<file path="config.mk">
export PLATFORM = sky130hd
export DESIGN_NAME = spi_slave
export DESIGN_NICKNAME = d
export VERILOG_FILES = /design/src/rtl/spi_pkg.sv /design/src/rtl/spi_fifo.sv /design/src/rtl/spi_slave.sv
export SDC_FILE = /design/constraint.sdc
export NUM_CORES = 1
export LEC_CHECK = 0
export CAP_MARGIN = 30
export CORE_MARGIN = 2
export CORE_UTILIZATION = 30
export DETAILED_ROUTE_END_ITERATION = 8
export SLEW_MARGIN = 20
export SYNTH_ARGS = -nofsm -noshare
export SYNTH_HDL_FRONTEND = slang
export SYNTH_SLANG_ARGS = --single-unit
export TNS_END_PERCENT = 1
</file>
<file path="constraint.sdc">
create_clock -name clk -period 5.6 [get_ports clk]
set_input_delay 1.12 -clock clk [delete_from_list [all_inputs] [get_ports clk]]
set_output_delay 1.12 -clock clk [all_outputs]
set_load 0.005 [all_outputs]
</file>
<file path="src/rtl/spi_pkg.sv">
// Shared SPI slave definitions: frame geometry, FSM encoding, default fill byte.
package spi_pkg;

    localparam int SPI_FRAME_BITS = 8;
    localparam int SPI_CNT_W      = $clog2(SPI_FRAME_BITS);
    localparam logic [SPI_CNT_W-1:0] SPI_LAST_BIT = SPI_CNT_W'(SPI_FRAME_BITS - 1);
    localparam logic [SPI_FRAME_BITS-1:0] SPI_FILL_BYTE = 8'hFF;

    typedef enum logic [1:0] {
        ST_IDLE   = 2'd0,
        ST_LOAD   = 2'd1,
        ST_ACTIVE = 2'd2
    } spi_state_e;

    // Bit counter advances modulo the frame length.
    function automatic logic [SPI_CNT_W-1:0] bit_cnt_inc(input logic [SPI_CNT_W-1:0] cnt);
        return cnt + SPI_CNT_W'(1);
    endfunction

endpackage

</file>
<file path="src/rtl/spi_fifo.sv">
// Small first-word-fall-through FIFO with registered full/empty flags.
module spi_fifo #(
    parameter int WIDTH = 8,
    parameter int DEPTH = 4
) (
    input  logic             clk,
    input  logic             rst,
    input  logic             push,
    input  logic [WIDTH-1:0] wdata,
    input  logic             pop,
    output logic [WIDTH-1:0] head,
    output logic             full,
    output logic             empty
);

    localparam int AW = (DEPTH > 1) ? $clog2(DEPTH) : 1;
    localparam logic [AW-1:0] PTR_ONE = AW'(1);
    localparam logic [AW:0]   CNT_ONE = (AW + 1)'(1);
    localparam logic [AW:0]   CNT_MAX = (AW + 1)'(DEPTH);

    logic [WIDTH-1:0] mem_r [DEPTH];
    logic [AW-1:0]    wr_ptr_r;
    logic [AW-1:0]    rd_ptr_r;
    logic [AW:0]      count_r;
    logic [AW:0]      count_next_s;
    logic             full_r;
    logic             empty_r;
    logic             push_ok_s;
    logic             pop_ok_s;

    // A push on a full FIFO is accepted only when the head leaves in the same cycle.
    assign push_ok_s = push & (~full_r | pop);
    assign pop_ok_s  = pop & ~empty_r;

    // Occupancy after this cycle's accepted push/pop.
    always_comb begin
        count_next_s = count_r;
        if (push_ok_s && !pop_ok_s) begin
            count_next_s = count_r + CNT_ONE;
        end else if (!push_ok_s && pop_ok_s) begin
            count_next_s = count_r - CNT_ONE;
        end else begin
            count_next_s = count_r;
        end
    end

    // Storage, pointers and registered flags.
    always_ff @(posedge clk or negedge rst) begin
        if (!rst) begin
            for (int i = 0; i < DEPTH; i++) begin
                mem_r[i] <= {WIDTH{1'b0}};
            end
            wr_ptr_r <= {AW{1'b0}};
            rd_ptr_r <= {AW{1'b0}};
            count_r  <= {(AW + 1){1'b0}};
            full_r   <= 1'b0;
            empty_r  <= 1'b1;
        end else begin
            if (push_ok_s) begin
                mem_r[wr_ptr_r] <= wdata;
                wr_ptr_r        <= wr_ptr_r + PTR_ONE;
            end
            if (pop_ok_s) begin
                rd_ptr_r <= rd_ptr_r + PTR_ONE;
            end
            count_r <= count_next_s;
            full_r  <= (count_next_s == CNT_MAX);
            empty_r <= (count_next_s == {(AW + 1){1'b0}});
        end
    end

    assign head  = mem_r[rd_ptr_r];
    assign full  = full_r;
    assign empty = empty_r;

endmodule

</file>
<file path="src/rtl/spi_slave.sv">
// SPI mode-0 responder: oversampled bus, 8-bit MSB-first frames, RX/TX FIFOs on the host side.
module spi_slave
    import spi_pkg::*;
#(
    parameter int                        FIFO_DEPTH  = 4,
    parameter logic [SPI_FRAME_BITS-1:0] FILL_BYTE   = SPI_FILL_BYTE,
    parameter int                        SYNC_STAGES = 2
) (
    input  logic                      clk,
    input  logic                      rst,
    input  logic                      sclk_i,
    input  logic                      ncs_i,
    input  logic                      mosi_i,
    output logic                      miso_o,
    output logic                      miso_oe_o,
    input  logic                      enable,
    output logic                      busy,
    input  logic                      rx_read,
    output logic [SPI_FRAME_BITS-1:0] rx_data,
    output logic                      rx_full,
    output logic                      rx_empty,
    output logic                      rx_overrun,
    input  logic                      tx_write,
    input  logic [SPI_FRAME_BITS-1:0] tx_data,
    output logic                      tx_empty,
    output logic                      tx_full,
    output logic                      tx_underrun
);

    logic [SYNC_STAGES-1:0]    sclk_sync_r;
    logic [SYNC_STAGES-1:0]    ncs_sync_r;
    logic [SYNC_STAGES-1:0]    mosi_sync_r;
    logic                      sclk_d_r;
    logic                      ncs_d_r;
    logic                      sclk_s;
    logic                      ncs_s;
    logic                      mosi_s;
    logic                      sclk_rise_s;
    logic                      sclk_fall_s;
    logic                      ncs_fall_s;
    logic                      ncs_rise_s;
    logic                      abort_s;

    spi_state_e                state_r;
    spi_state_e                next_state_s;
    logic [SPI_FRAME_BITS-1:0] shift_tx_r;
    logic [SPI_FRAME_BITS-1:0] shift_tx_next_s;
    logic [SPI_FRAME_BITS-1:0] shift_rx_r;
    logic [SPI_FRAME_BITS-1:0] shift_rx_next_s;
    logic [SPI_CNT_W-1:0]      bit_cnt_r;
    logic [SPI_CNT_W-1:0]      bit_cnt_next_s;
    logic                      byte_done_r;
    logic                      byte_done_next_s;
    logic                      byte_cmpl_s;
    logic                      tx_pop_s;
    logic                      tx_underrun_s;
    logic                      rx_push_s;
    logic                      rx_overrun_s;
    logic [SPI_FRAME_BITS-1:0] tx_head_s;

    logic                      miso_r;
    logic                      miso_oe_r;
    logic                      busy_r;
    logic                      rx_overrun_r;
    logic                      tx_underrun_r;

    assign sclk_s      = sclk_sync_r[SYNC_STAGES-1];
    assign ncs_s       = ncs_sync_r[SYNC_STAGES-1];
    assign mosi_s      = mosi_sync_r[SYNC_STAGES-1];
    assign sclk_rise_s = sclk_s & ~sclk_d_r;
    assign sclk_fall_s = ~sclk_s & sclk_d_r;
    assign ncs_fall_s  = ~ncs_s & ncs_d_r;
    assign ncs_rise_s  = ncs_s & ~ncs_d_r;
    assign abort_s     = ncs_rise_s | ~enable;

    // Bus synchronisers; chip select rests deasserted so reset release is not seen as a frame start.
    always_ff @(posedge clk or negedge rst) begin
        if (!rst) begin
            sclk_sync_r <= {SYNC_STAGES{1'b0}};
            ncs_sync_r  <= {SYNC_STAGES{1'b1}};
            mosi_sync_r <= {SYNC_STAGES{1'b0}};
            sclk_d_r    <= 1'b0;
            ncs_d_r     <= 1'b1;
        end else begin
            sclk_sync_r <= {sclk_sync_r[SYNC_STAGES-2:0], sclk_i};
            ncs_sync_r  <= {ncs_sync_r[SYNC_STAGES-2:0], ncs_i};
            mosi_sync_r <= {mosi_sync_r[SYNC_STAGES-2:0], mosi_i};
            sclk_d_r    <= sclk_s;
            ncs_d_r     <= ncs_s;
        end
    end

    // Next-state and datapath decode; abort wins over any same-cycle SCLK edge.
    always_comb begin
        next_state_s     = state_r;
        shift_tx_next_s  = shift_tx_r;
        shift_rx_next_s  = shift_rx_r;
        bit_cnt_next_s   = bit_cnt_r;
        byte_done_next_s = byte_done_r;
        byte_cmpl_s      = 1'b0;
        tx_pop_s         = 1'b0;
        tx_underrun_s    = 1'b0;
        case (state_r)
            ST_IDLE: begin
                if (ncs_fall_s && enable) begin
                    next_state_s = ST_LOAD;
                end else begin
                    next_state_s = ST_IDLE;
                end
            end
            ST_LOAD: begin
                bit_cnt_next_s   = {SPI_CNT_W{1'b0}};
                byte_done_next_s = 1'b0;
                if (tx_empty) begin
                    shift_tx_next_s = FILL_BYTE;
                    tx_underrun_s   = 1'b1;
                end else begin
                    shift_tx_next_s = tx_head_s;
                    tx_pop_s        = 1'b1;
                end
                if (abort_s) begin
                    next_state_s = ST_IDLE;
                end else begin
                    next_state_s = ST_ACTIVE;
                end
            end
            ST_ACTIVE: begin
                if (abort_s) begin
                    next_state_s = ST_IDLE;
                end else if (sclk_rise_s) begin
                    shift_rx_next_s = {shift_rx_r[SPI_FRAME_BITS-2:0], mosi_s};
                    bit_cnt_next_s  = bit_cnt_inc(bit_cnt_r);
                    if (bit_cnt_r == SPI_LAST_BIT) begin
                        byte_cmpl_s      = 1'b1;
                        byte_done_next_s = 1'b1;
                    end else begin
                        byte_cmpl_s      = 1'b0;
                    end
                end else if (sclk_fall_s) begin
                    if (byte_done_r) begin
                        next_state_s = ST_LOAD;
                    end else begin
                        shift_tx_next_s = {shift_tx_r[SPI_FRAME_BITS-2:0], 1'b0};
                    end
                end else begin
                    next_state_s = ST_ACTIVE;
                end
            end
            default: begin
                next_state_s = ST_IDLE;
            end
        endcase
    end

    // A completed byte is dropped unless the RX FIFO has room or frees a slot this cycle.
    assign rx_overrun_s = byte_cmpl_s & rx_full & ~rx_read;
    assign rx_push_s    = byte_cmpl_s & ~rx_overrun_s;

    // State, shifters and registered bus/host outputs.
    always_ff @(posedge clk or negedge rst) begin
        if (!rst) begin
            state_r       <= ST_IDLE;
            shift_tx_r    <= {SPI_FRAME_BITS{1'b0}};
            shift_rx_r    <= {SPI_FRAME_BITS{1'b0}};
            bit_cnt_r     <= {SPI_CNT_W{1'b0}};
            byte_done_r   <= 1'b0;
            miso_r        <= 1'b0;
            miso_oe_r     <= 1'b0;
            busy_r        <= 1'b0;
            rx_overrun_r  <= 1'b0;
            tx_underrun_r <= 1'b0;
        end else begin
            state_r       <= next_state_s;
            shift_tx_r    <= shift_tx_next_s;
            shift_rx_r    <= shift_rx_next_s;
            bit_cnt_r     <= bit_cnt_next_s;
            byte_done_r   <= byte_done_next_s;
            miso_r        <= (next_state_s != ST_IDLE) ? shift_tx_next_s[SPI_FRAME_BITS-1] : 1'b0;
            miso_oe_r     <= (next_state_s != ST_IDLE);
            busy_r        <= (next_state_s != ST_IDLE);
            rx_overrun_r  <= rx_overrun_s;
            tx_underrun_r <= tx_underrun_s;
        end
    end

    spi_fifo #(.WIDTH(SPI_FRAME_BITS), .DEPTH(FIFO_DEPTH)) u_rx_fifo (
        .clk   (clk),
        .rst   (rst),
        .push  (rx_push_s),
        .wdata (shift_rx_next_s),
        .pop   (rx_read),
        .head  (rx_data),
        .full  (rx_full),
        .empty (rx_empty)
    );

    spi_fifo #(.WIDTH(SPI_FRAME_BITS), .DEPTH(FIFO_DEPTH)) u_tx_fifo (
        .clk   (clk),
        .rst   (rst),
        .push  (tx_write),
        .wdata (tx_data),
        .pop   (tx_pop_s),
        .head  (tx_head_s),
        .full  (tx_full),
        .empty (tx_empty)
    );

    assign miso_o      = miso_r;
    assign miso_oe_o   = miso_oe_r;
    assign busy        = busy_r;
    assign rx_overrun  = rx_overrun_r;
    assign tx_underrun = tx_underrun_r;

endmodule

</file>
# Yosys cells after proc, flatten, opt, wreduce, memory -nomap -nowiden
# Cells that the tools add are included.
# Widths: inputs -> output; s select.
[classes]
add_sub_neg = 9
n_lt_le_gt_ge = 6
n_eq_ne = 11
muxes = 48
n_bitwise = 29
reduce_logical = 19
[op_table]
columns = ["op", "n"]
rows = [
  ["$mux 8", 14],
  ["$bwmux 32", 2],
  ["$bmux 8 s2", 2],
  ["$demux 8 s2", 2],
  ["$mux 3", 6],
  ["$pmux 8 s2", 1],
  ["$mux 1", 13],
  ["$ge 3x3->1 const B", 4],
  ["$ne 2x2->1 const B", 6],
  ["$not 2->3", 4],
  ["$and 1x1->1", 11],
  ["$not 1->1", 11],
  ["$mux 2", 5],
  ["$add 3x1->3 const B", 3],
  ["$eq 3x3->1 const B", 3],
  ["$add 2x1->2 const B", 4],
  ["$logic_and 1x1->1", 7],
  ["$logic_not 3->1", 2],
  ["$lt 3x1->1 const B", 2],
  ["$pmux 2 s3", 1],
  ["$pmux 3 s2", 1],
  ["$sub 3x1->3 const B", 2],
  ["$reduce_and 5->1", 1],
  ["$logic_not 1->1", 4],
  ["8 further kinds", 11],
]
[totals]
regBits = 116
in_bits = 16
output_inout_bits = 17
word_cells = 155

# Depth between registers and ports, before layout
[logic_depth]
ltp_word = 15
mapped_depth = 9
mapped_depth_nobuf = 8

# By module
# Synthesis repeated with hierarchy kept, for this count alone.
[unflattened]
hier_cells = 414
area_unflattened_um2 = 5649.2
[modules_own_cells]
columns = ["module", "n_inst", "cells_each", "area_each_um2", "seq_area_each_um2"]
rows = [
  ["spi_fifo (u_tx_fifo)", 1, 125, 2100.8, 1027.2],
  ["spi_fifo (u_rx_fifo)", 1, 138, 1978.1, 1027.2],
  ["spi_slave", 1, 151, 1570.3, 854.6],
]

# Least setup slack after synthesis
# Ideal clock, no wire load.
[synth_path]
kind = "input-to-reg"
start = "input port enable"
end = "register u_rx_fifo.mem_r[0] in the netlist's numbering"
setup_time_ns = 0.125
arrival_time_ns = 2.186
required_ns = 5.475
setup_slack_ns = 3.289
cell_stages = 5
path_buffers = 1
path_cell_list = "nand4b_4 -> or2_1 -> buf_4 -> mux2_4 -> mux2_2"
[synth_via]
word_cells_on_any_way = 12
classes_between = "5 x mux; 7 x bitwise"
[synth_lines]
columns = ["element", "line", "source"]
rows = [
  ["from (decl)", "spi_slave.sv:16", "input logic enable,"],
  ["$not 1->1", "spi_slave.sv:74", "assign abort_s = ncs_rise_s | ~enable;"],
  ["$or 1x1->1", "spi_slave.sv:74", ""],
  ["$mux 8", "spi_slave.sv:128", "if (abort_s) begin"],
  ["$mux 8", "spi_slave.sv:103", "case (state_r)"],
  ["named net shift_rx_next_s[0]", "spi_slave.sv:49", "logic [SPI_FRAME_BITS-1:0] shift_rx_next_s;"],
  ["$bwmux 32", "spi_fifo.sv:60", "mem_r[wr_ptr_r] <= wdata;"],
  ["to (signal, indexed assignment)", "spi_fifo.sv:51", "mem_r[i] <= {WIDTH{1'b0}};"],
  ["to (signal, indexed assignment)", "spi_fifo.sv:60", ""],
  ["to (decl)", "spi_fifo.sv:21", "logic [WIDTH-1:0] mem_r [DEPTH];"],
]
# The timed path passes the listed nets, and every way through them passes these cells.
# A chain may end at the register's enable or synchronous reset.

# Worst setup path after layout
[layout_path]
start = "register u_rx_fifo.rd_ptr_r[0]"
end = "output port rx_data[5]"
[layout_via]
elab_chain_cells = 4
[layout_lines]
columns = ["element", "line", "source"]
rows = [
  ["from (decl)", "spi_fifo.sv:23", "logic [AW-1:0] rd_ptr_r;"],
  ["from (signal assigned)", "spi_fifo.sv:54", "rd_ptr_r <= {AW{1'b0}};"],
  ["from (signal assigned)", "spi_fifo.sv:64", "rd_ptr_r <= rd_ptr_r + PTR_ONE;"],
  ["$not 2->3 (not written as such)", "spi_fifo.sv:72", "assign head = mem_r[rd_ptr_r];"],
  ["$bmux 8 s2", "spi_fifo.sv:72", ""],
  ["$mux 8 (not written as such) (2 in a row)", "spi_fifo.sv:72", ""],
  ["to (decl)", "spi_slave.sv:19", "output logic [SPI_FRAME_BITS-1:0] rx_data,"],
]
# No other way between the ends. The select of a mux whose other input is x is not followed.

==> impl_metrics.ini <==
[routing]
num_vias = 3235
wl_per_cell_um = 15.66
firstDrtPassIters = 4
drt_iter0_markers = 116
postRouteAntennaNets = 0
wl_um = 10490
drc = 0
vias_per_cell = 4.828

[floorplan]
die_area_mm2 = 0.01878
ioPinCount = 33
row_count = 48
start_util_pct = 30.70
design.core.area_mm2 = 0.01730
die_x_um = 137.0
die_h_um = 137.0

[min_path]
min_path_type = flip-flop to flip-flop
holdCritStartpoint = mosi_sync_r[0]
whs_endpoint = mosi_sync_r[1]
hold-path-cell-count = 0

[clock_network]
clkLatencyLatePin_ns = 0.41
cts_buffer_depth = 2
cts_hold_buf = 0
clk_pin_slew_ns = 0.06
postCtsResizedCells = 0
cts_max_level = 4
cts_tree = yes
cts.sinks = 116
numCtsBuffers = 17
postCtsSetupRepairBufs = 0
clockRootBuffer = clkbuf_16

[sta]
period_minus_slack_ns = 3.299
finalSetupViolCount = 0
rsz0062_at_grt = no
finalClockSkew_ns = 0.01118
hold_viol = 0
max_freq_mhz = 303.2
setup_tns_ns = 0
worstMarginPinSlew_ns = 0.6193
timing.slew.headroom_pct = 58.71
min_period_over_period_pct = 58.90
slew_viol_final = 0

[synth]
synth-edff-count = 0
yosysWarnings = 0
synth_ff_type = dfrtp_1
avgSynthCellArea_um2 = 13.62
synthCells = 390
ys_ff_latch = 116
ys_seq_area_share_pct = 54.78
ys_types = 47
synth_nets = 424
synthArstFlopShare_pct = 100.0
syn_area_mm2 = 0.005310

[worst_setup_path]
cp-start-kind = flip-flop
r2r_setup_slack_ns = 2.82
worstReg2RegEnd = u_rx_fifo.mem_r[21]
crit_required_ns = 4.48
crit_path_end_kind = primary output
crit_type = flip-flop to primary output
reg2reg_from = state_r[0]
critical_path.max_fanout = 10
startpoint = u_rx_fifo.rd_ptr_r[0]
r2r_cells = 7
arrival_ns = 2.18

[global_route]
grt_pass1_vias = 3564
grt_pass1_wl_um = 18020
grt_max_degree = 70
antenna_found_initial = 0
grt_usage_pct = 12.58
use_met2_pct = 20.48
grtUsageMet1_pct = 15.82
grt_most_used_layer = met2
grt_overflow = 0
gr-usage-met3_pct = 3.444

[placed_design]
dp_cells = 637
gp_congestion = 0.7729
port_buffers = 32
dp_hpwl_um = 7019

[cells_and_area]
nets = 466
diodes = 0
syn_to_final_growth_pct = 23.47
layout-drive-gt1-share_pct = 30.79
stdcell_count = 670

[power]
p_leak_nw = 2.939
peakVddDrop_uv = 298.6
powerDensity_mw_per_mm2 = 467.7
power_mw = 3.066

[job]
maxCapViolations = 0

[run_status]
outcome = completed
-- how the worst max path moves through the flow --
stage | cells past startpoint | to | slack, ns
floorplan | 5 | u_rx_fifo.mem_r[0] | 3.29
finish | 2 | rx_data[5] | 2.30
detailed placement | 5 | u_rx_fifo.mem_r[7] | 2.33
CTS | 2 | rx_data[5] | 2.23
global placement | 5 | u_rx_fifo.mem_r[6] | 2.41
global route | 2 | rx_data[5] | 2.16
-- sequential cells by signal (all words and copies together), names as in the netlist, 2 cells and up --
| signal | flops |
|---|---|
| u_rx_fifo.count_r | 3 |
| mosi_sync_r | 2 |
| u_tx_fifo.mem_r | 32 |
| shift_rx_r | 8 |
| u_rx_fifo.rd_ptr_r | 2 |
| ncs_sync_r | 2 |
| u_tx_fifo.rd_ptr_r | 2 |
| u_tx_fifo.count_r | 3 |
| u_rx_fifo.wr_ptr_r | 2 |
| sclk_sync_r | 2 |
| shift_tx_r | 8 |
| u_tx_fifo.wr_ptr_r | 2 |
| state_r | 2 |
| u_rx_fifo.mem_r | 32 |
| bit_cnt_r | 3 |
-- layer usage --
layer	up-vias	wire length (um)
li1	1494	-
met2	63	5214
met1	1667	4786
met3	11	343
met5	-	0
met4	0	144
-- cell type report --
type,instances,area [um2]
fill,1651,10740
sequential,116,2909
multi-input combinational,245,2278
clock buffer,18,439.2
timing repair buffer,35,360.3
tap,225,281.5
clock inverter,14,224.0
inverter,17,63.81
-- Yosys cell counts (6+ instances only) --
| master | count | share of area (%) |
|---|---|---|
| mux2_4 | 8 | 2.3 |
| mux4_2 | 16 | 6.8 |
| a31oi_1 | 7 | 0.82 |
| nand2_1 | 24 | 1.7 |
| a21oi_1 | 10 | 0.94 |
| o21a_1 | 6 | 0.85 |
| nor2_1 | 18 | 1.3 |
| mux2_2 | 66 | 14 |
| ha_1 | 18 | 4.2 |
| o21ai_0 | 13 | 1.2 |
| nand2b_1 | 6 | 0.71 |
| dfrtp_1 | 111 | 52 |
| inv_1 | 17 | 1.2 |
| xnor2_1 | 7 | 1.2 |
-- power by group --
| group | leakage (nW) | internal [mW] | total [mW] | switching (mW) |
|---|---|---|---|---|
| Sequential | 1.48 | 1.03 | 1.21 | 0.181 |
| Clock | 0.321 | 0.807 | 1.21 | 0.405 |
| Combinational | 1.13 | 0.382 | 0.640 | 0.258 |
-- kinds of logic after synthesis --
logic type,count (synthesis),synth area share (%)
DFF,116,54.78
adders and majority gates,18,4.241
and+or+nand+nor,73,7.163
buffers and inverters,29,2.309
AOI/OAI and AO/OA,53,6.621
muxes,91,23.23
xor gates and xnor gates,10,1.650
-- through the flow --
step	cell area (um2)	setup WS (ns)	util, %	hold WS (ns)
5_1_grt	6556	2.155	37.91	0.3629
4_1_cts	6529	2.228	37.75	0.3526
3_3_place_gp	5866	2.408	33.91	0.3365
6_report	6556	2.301	37.91	0.3487
3_5_place_dp	5866	2.330	33.91	0.3396
2_1_floorplan	5310	3.289	-	0.3312
-- critical path, cell delays in order, from the launching register on --
cell and delay [ns]:
dfrtp_1 0.72, mux4_2 0.59, clkdlybuf4s50_1 0.46
-- placed cells by master, fill, tap and decap left out, types with 13 or more instances in the layout --
cell type,n
clkdlybuf4s50_1,31
nor2_1,18
inv_1,17
nand2_1,24
mux2_2,66
ha_1,18
mux4_2,16
dfrtp_1,111
clkbuf_16,17
o21ai_0,13
Power figures use the tool's default switching activity.
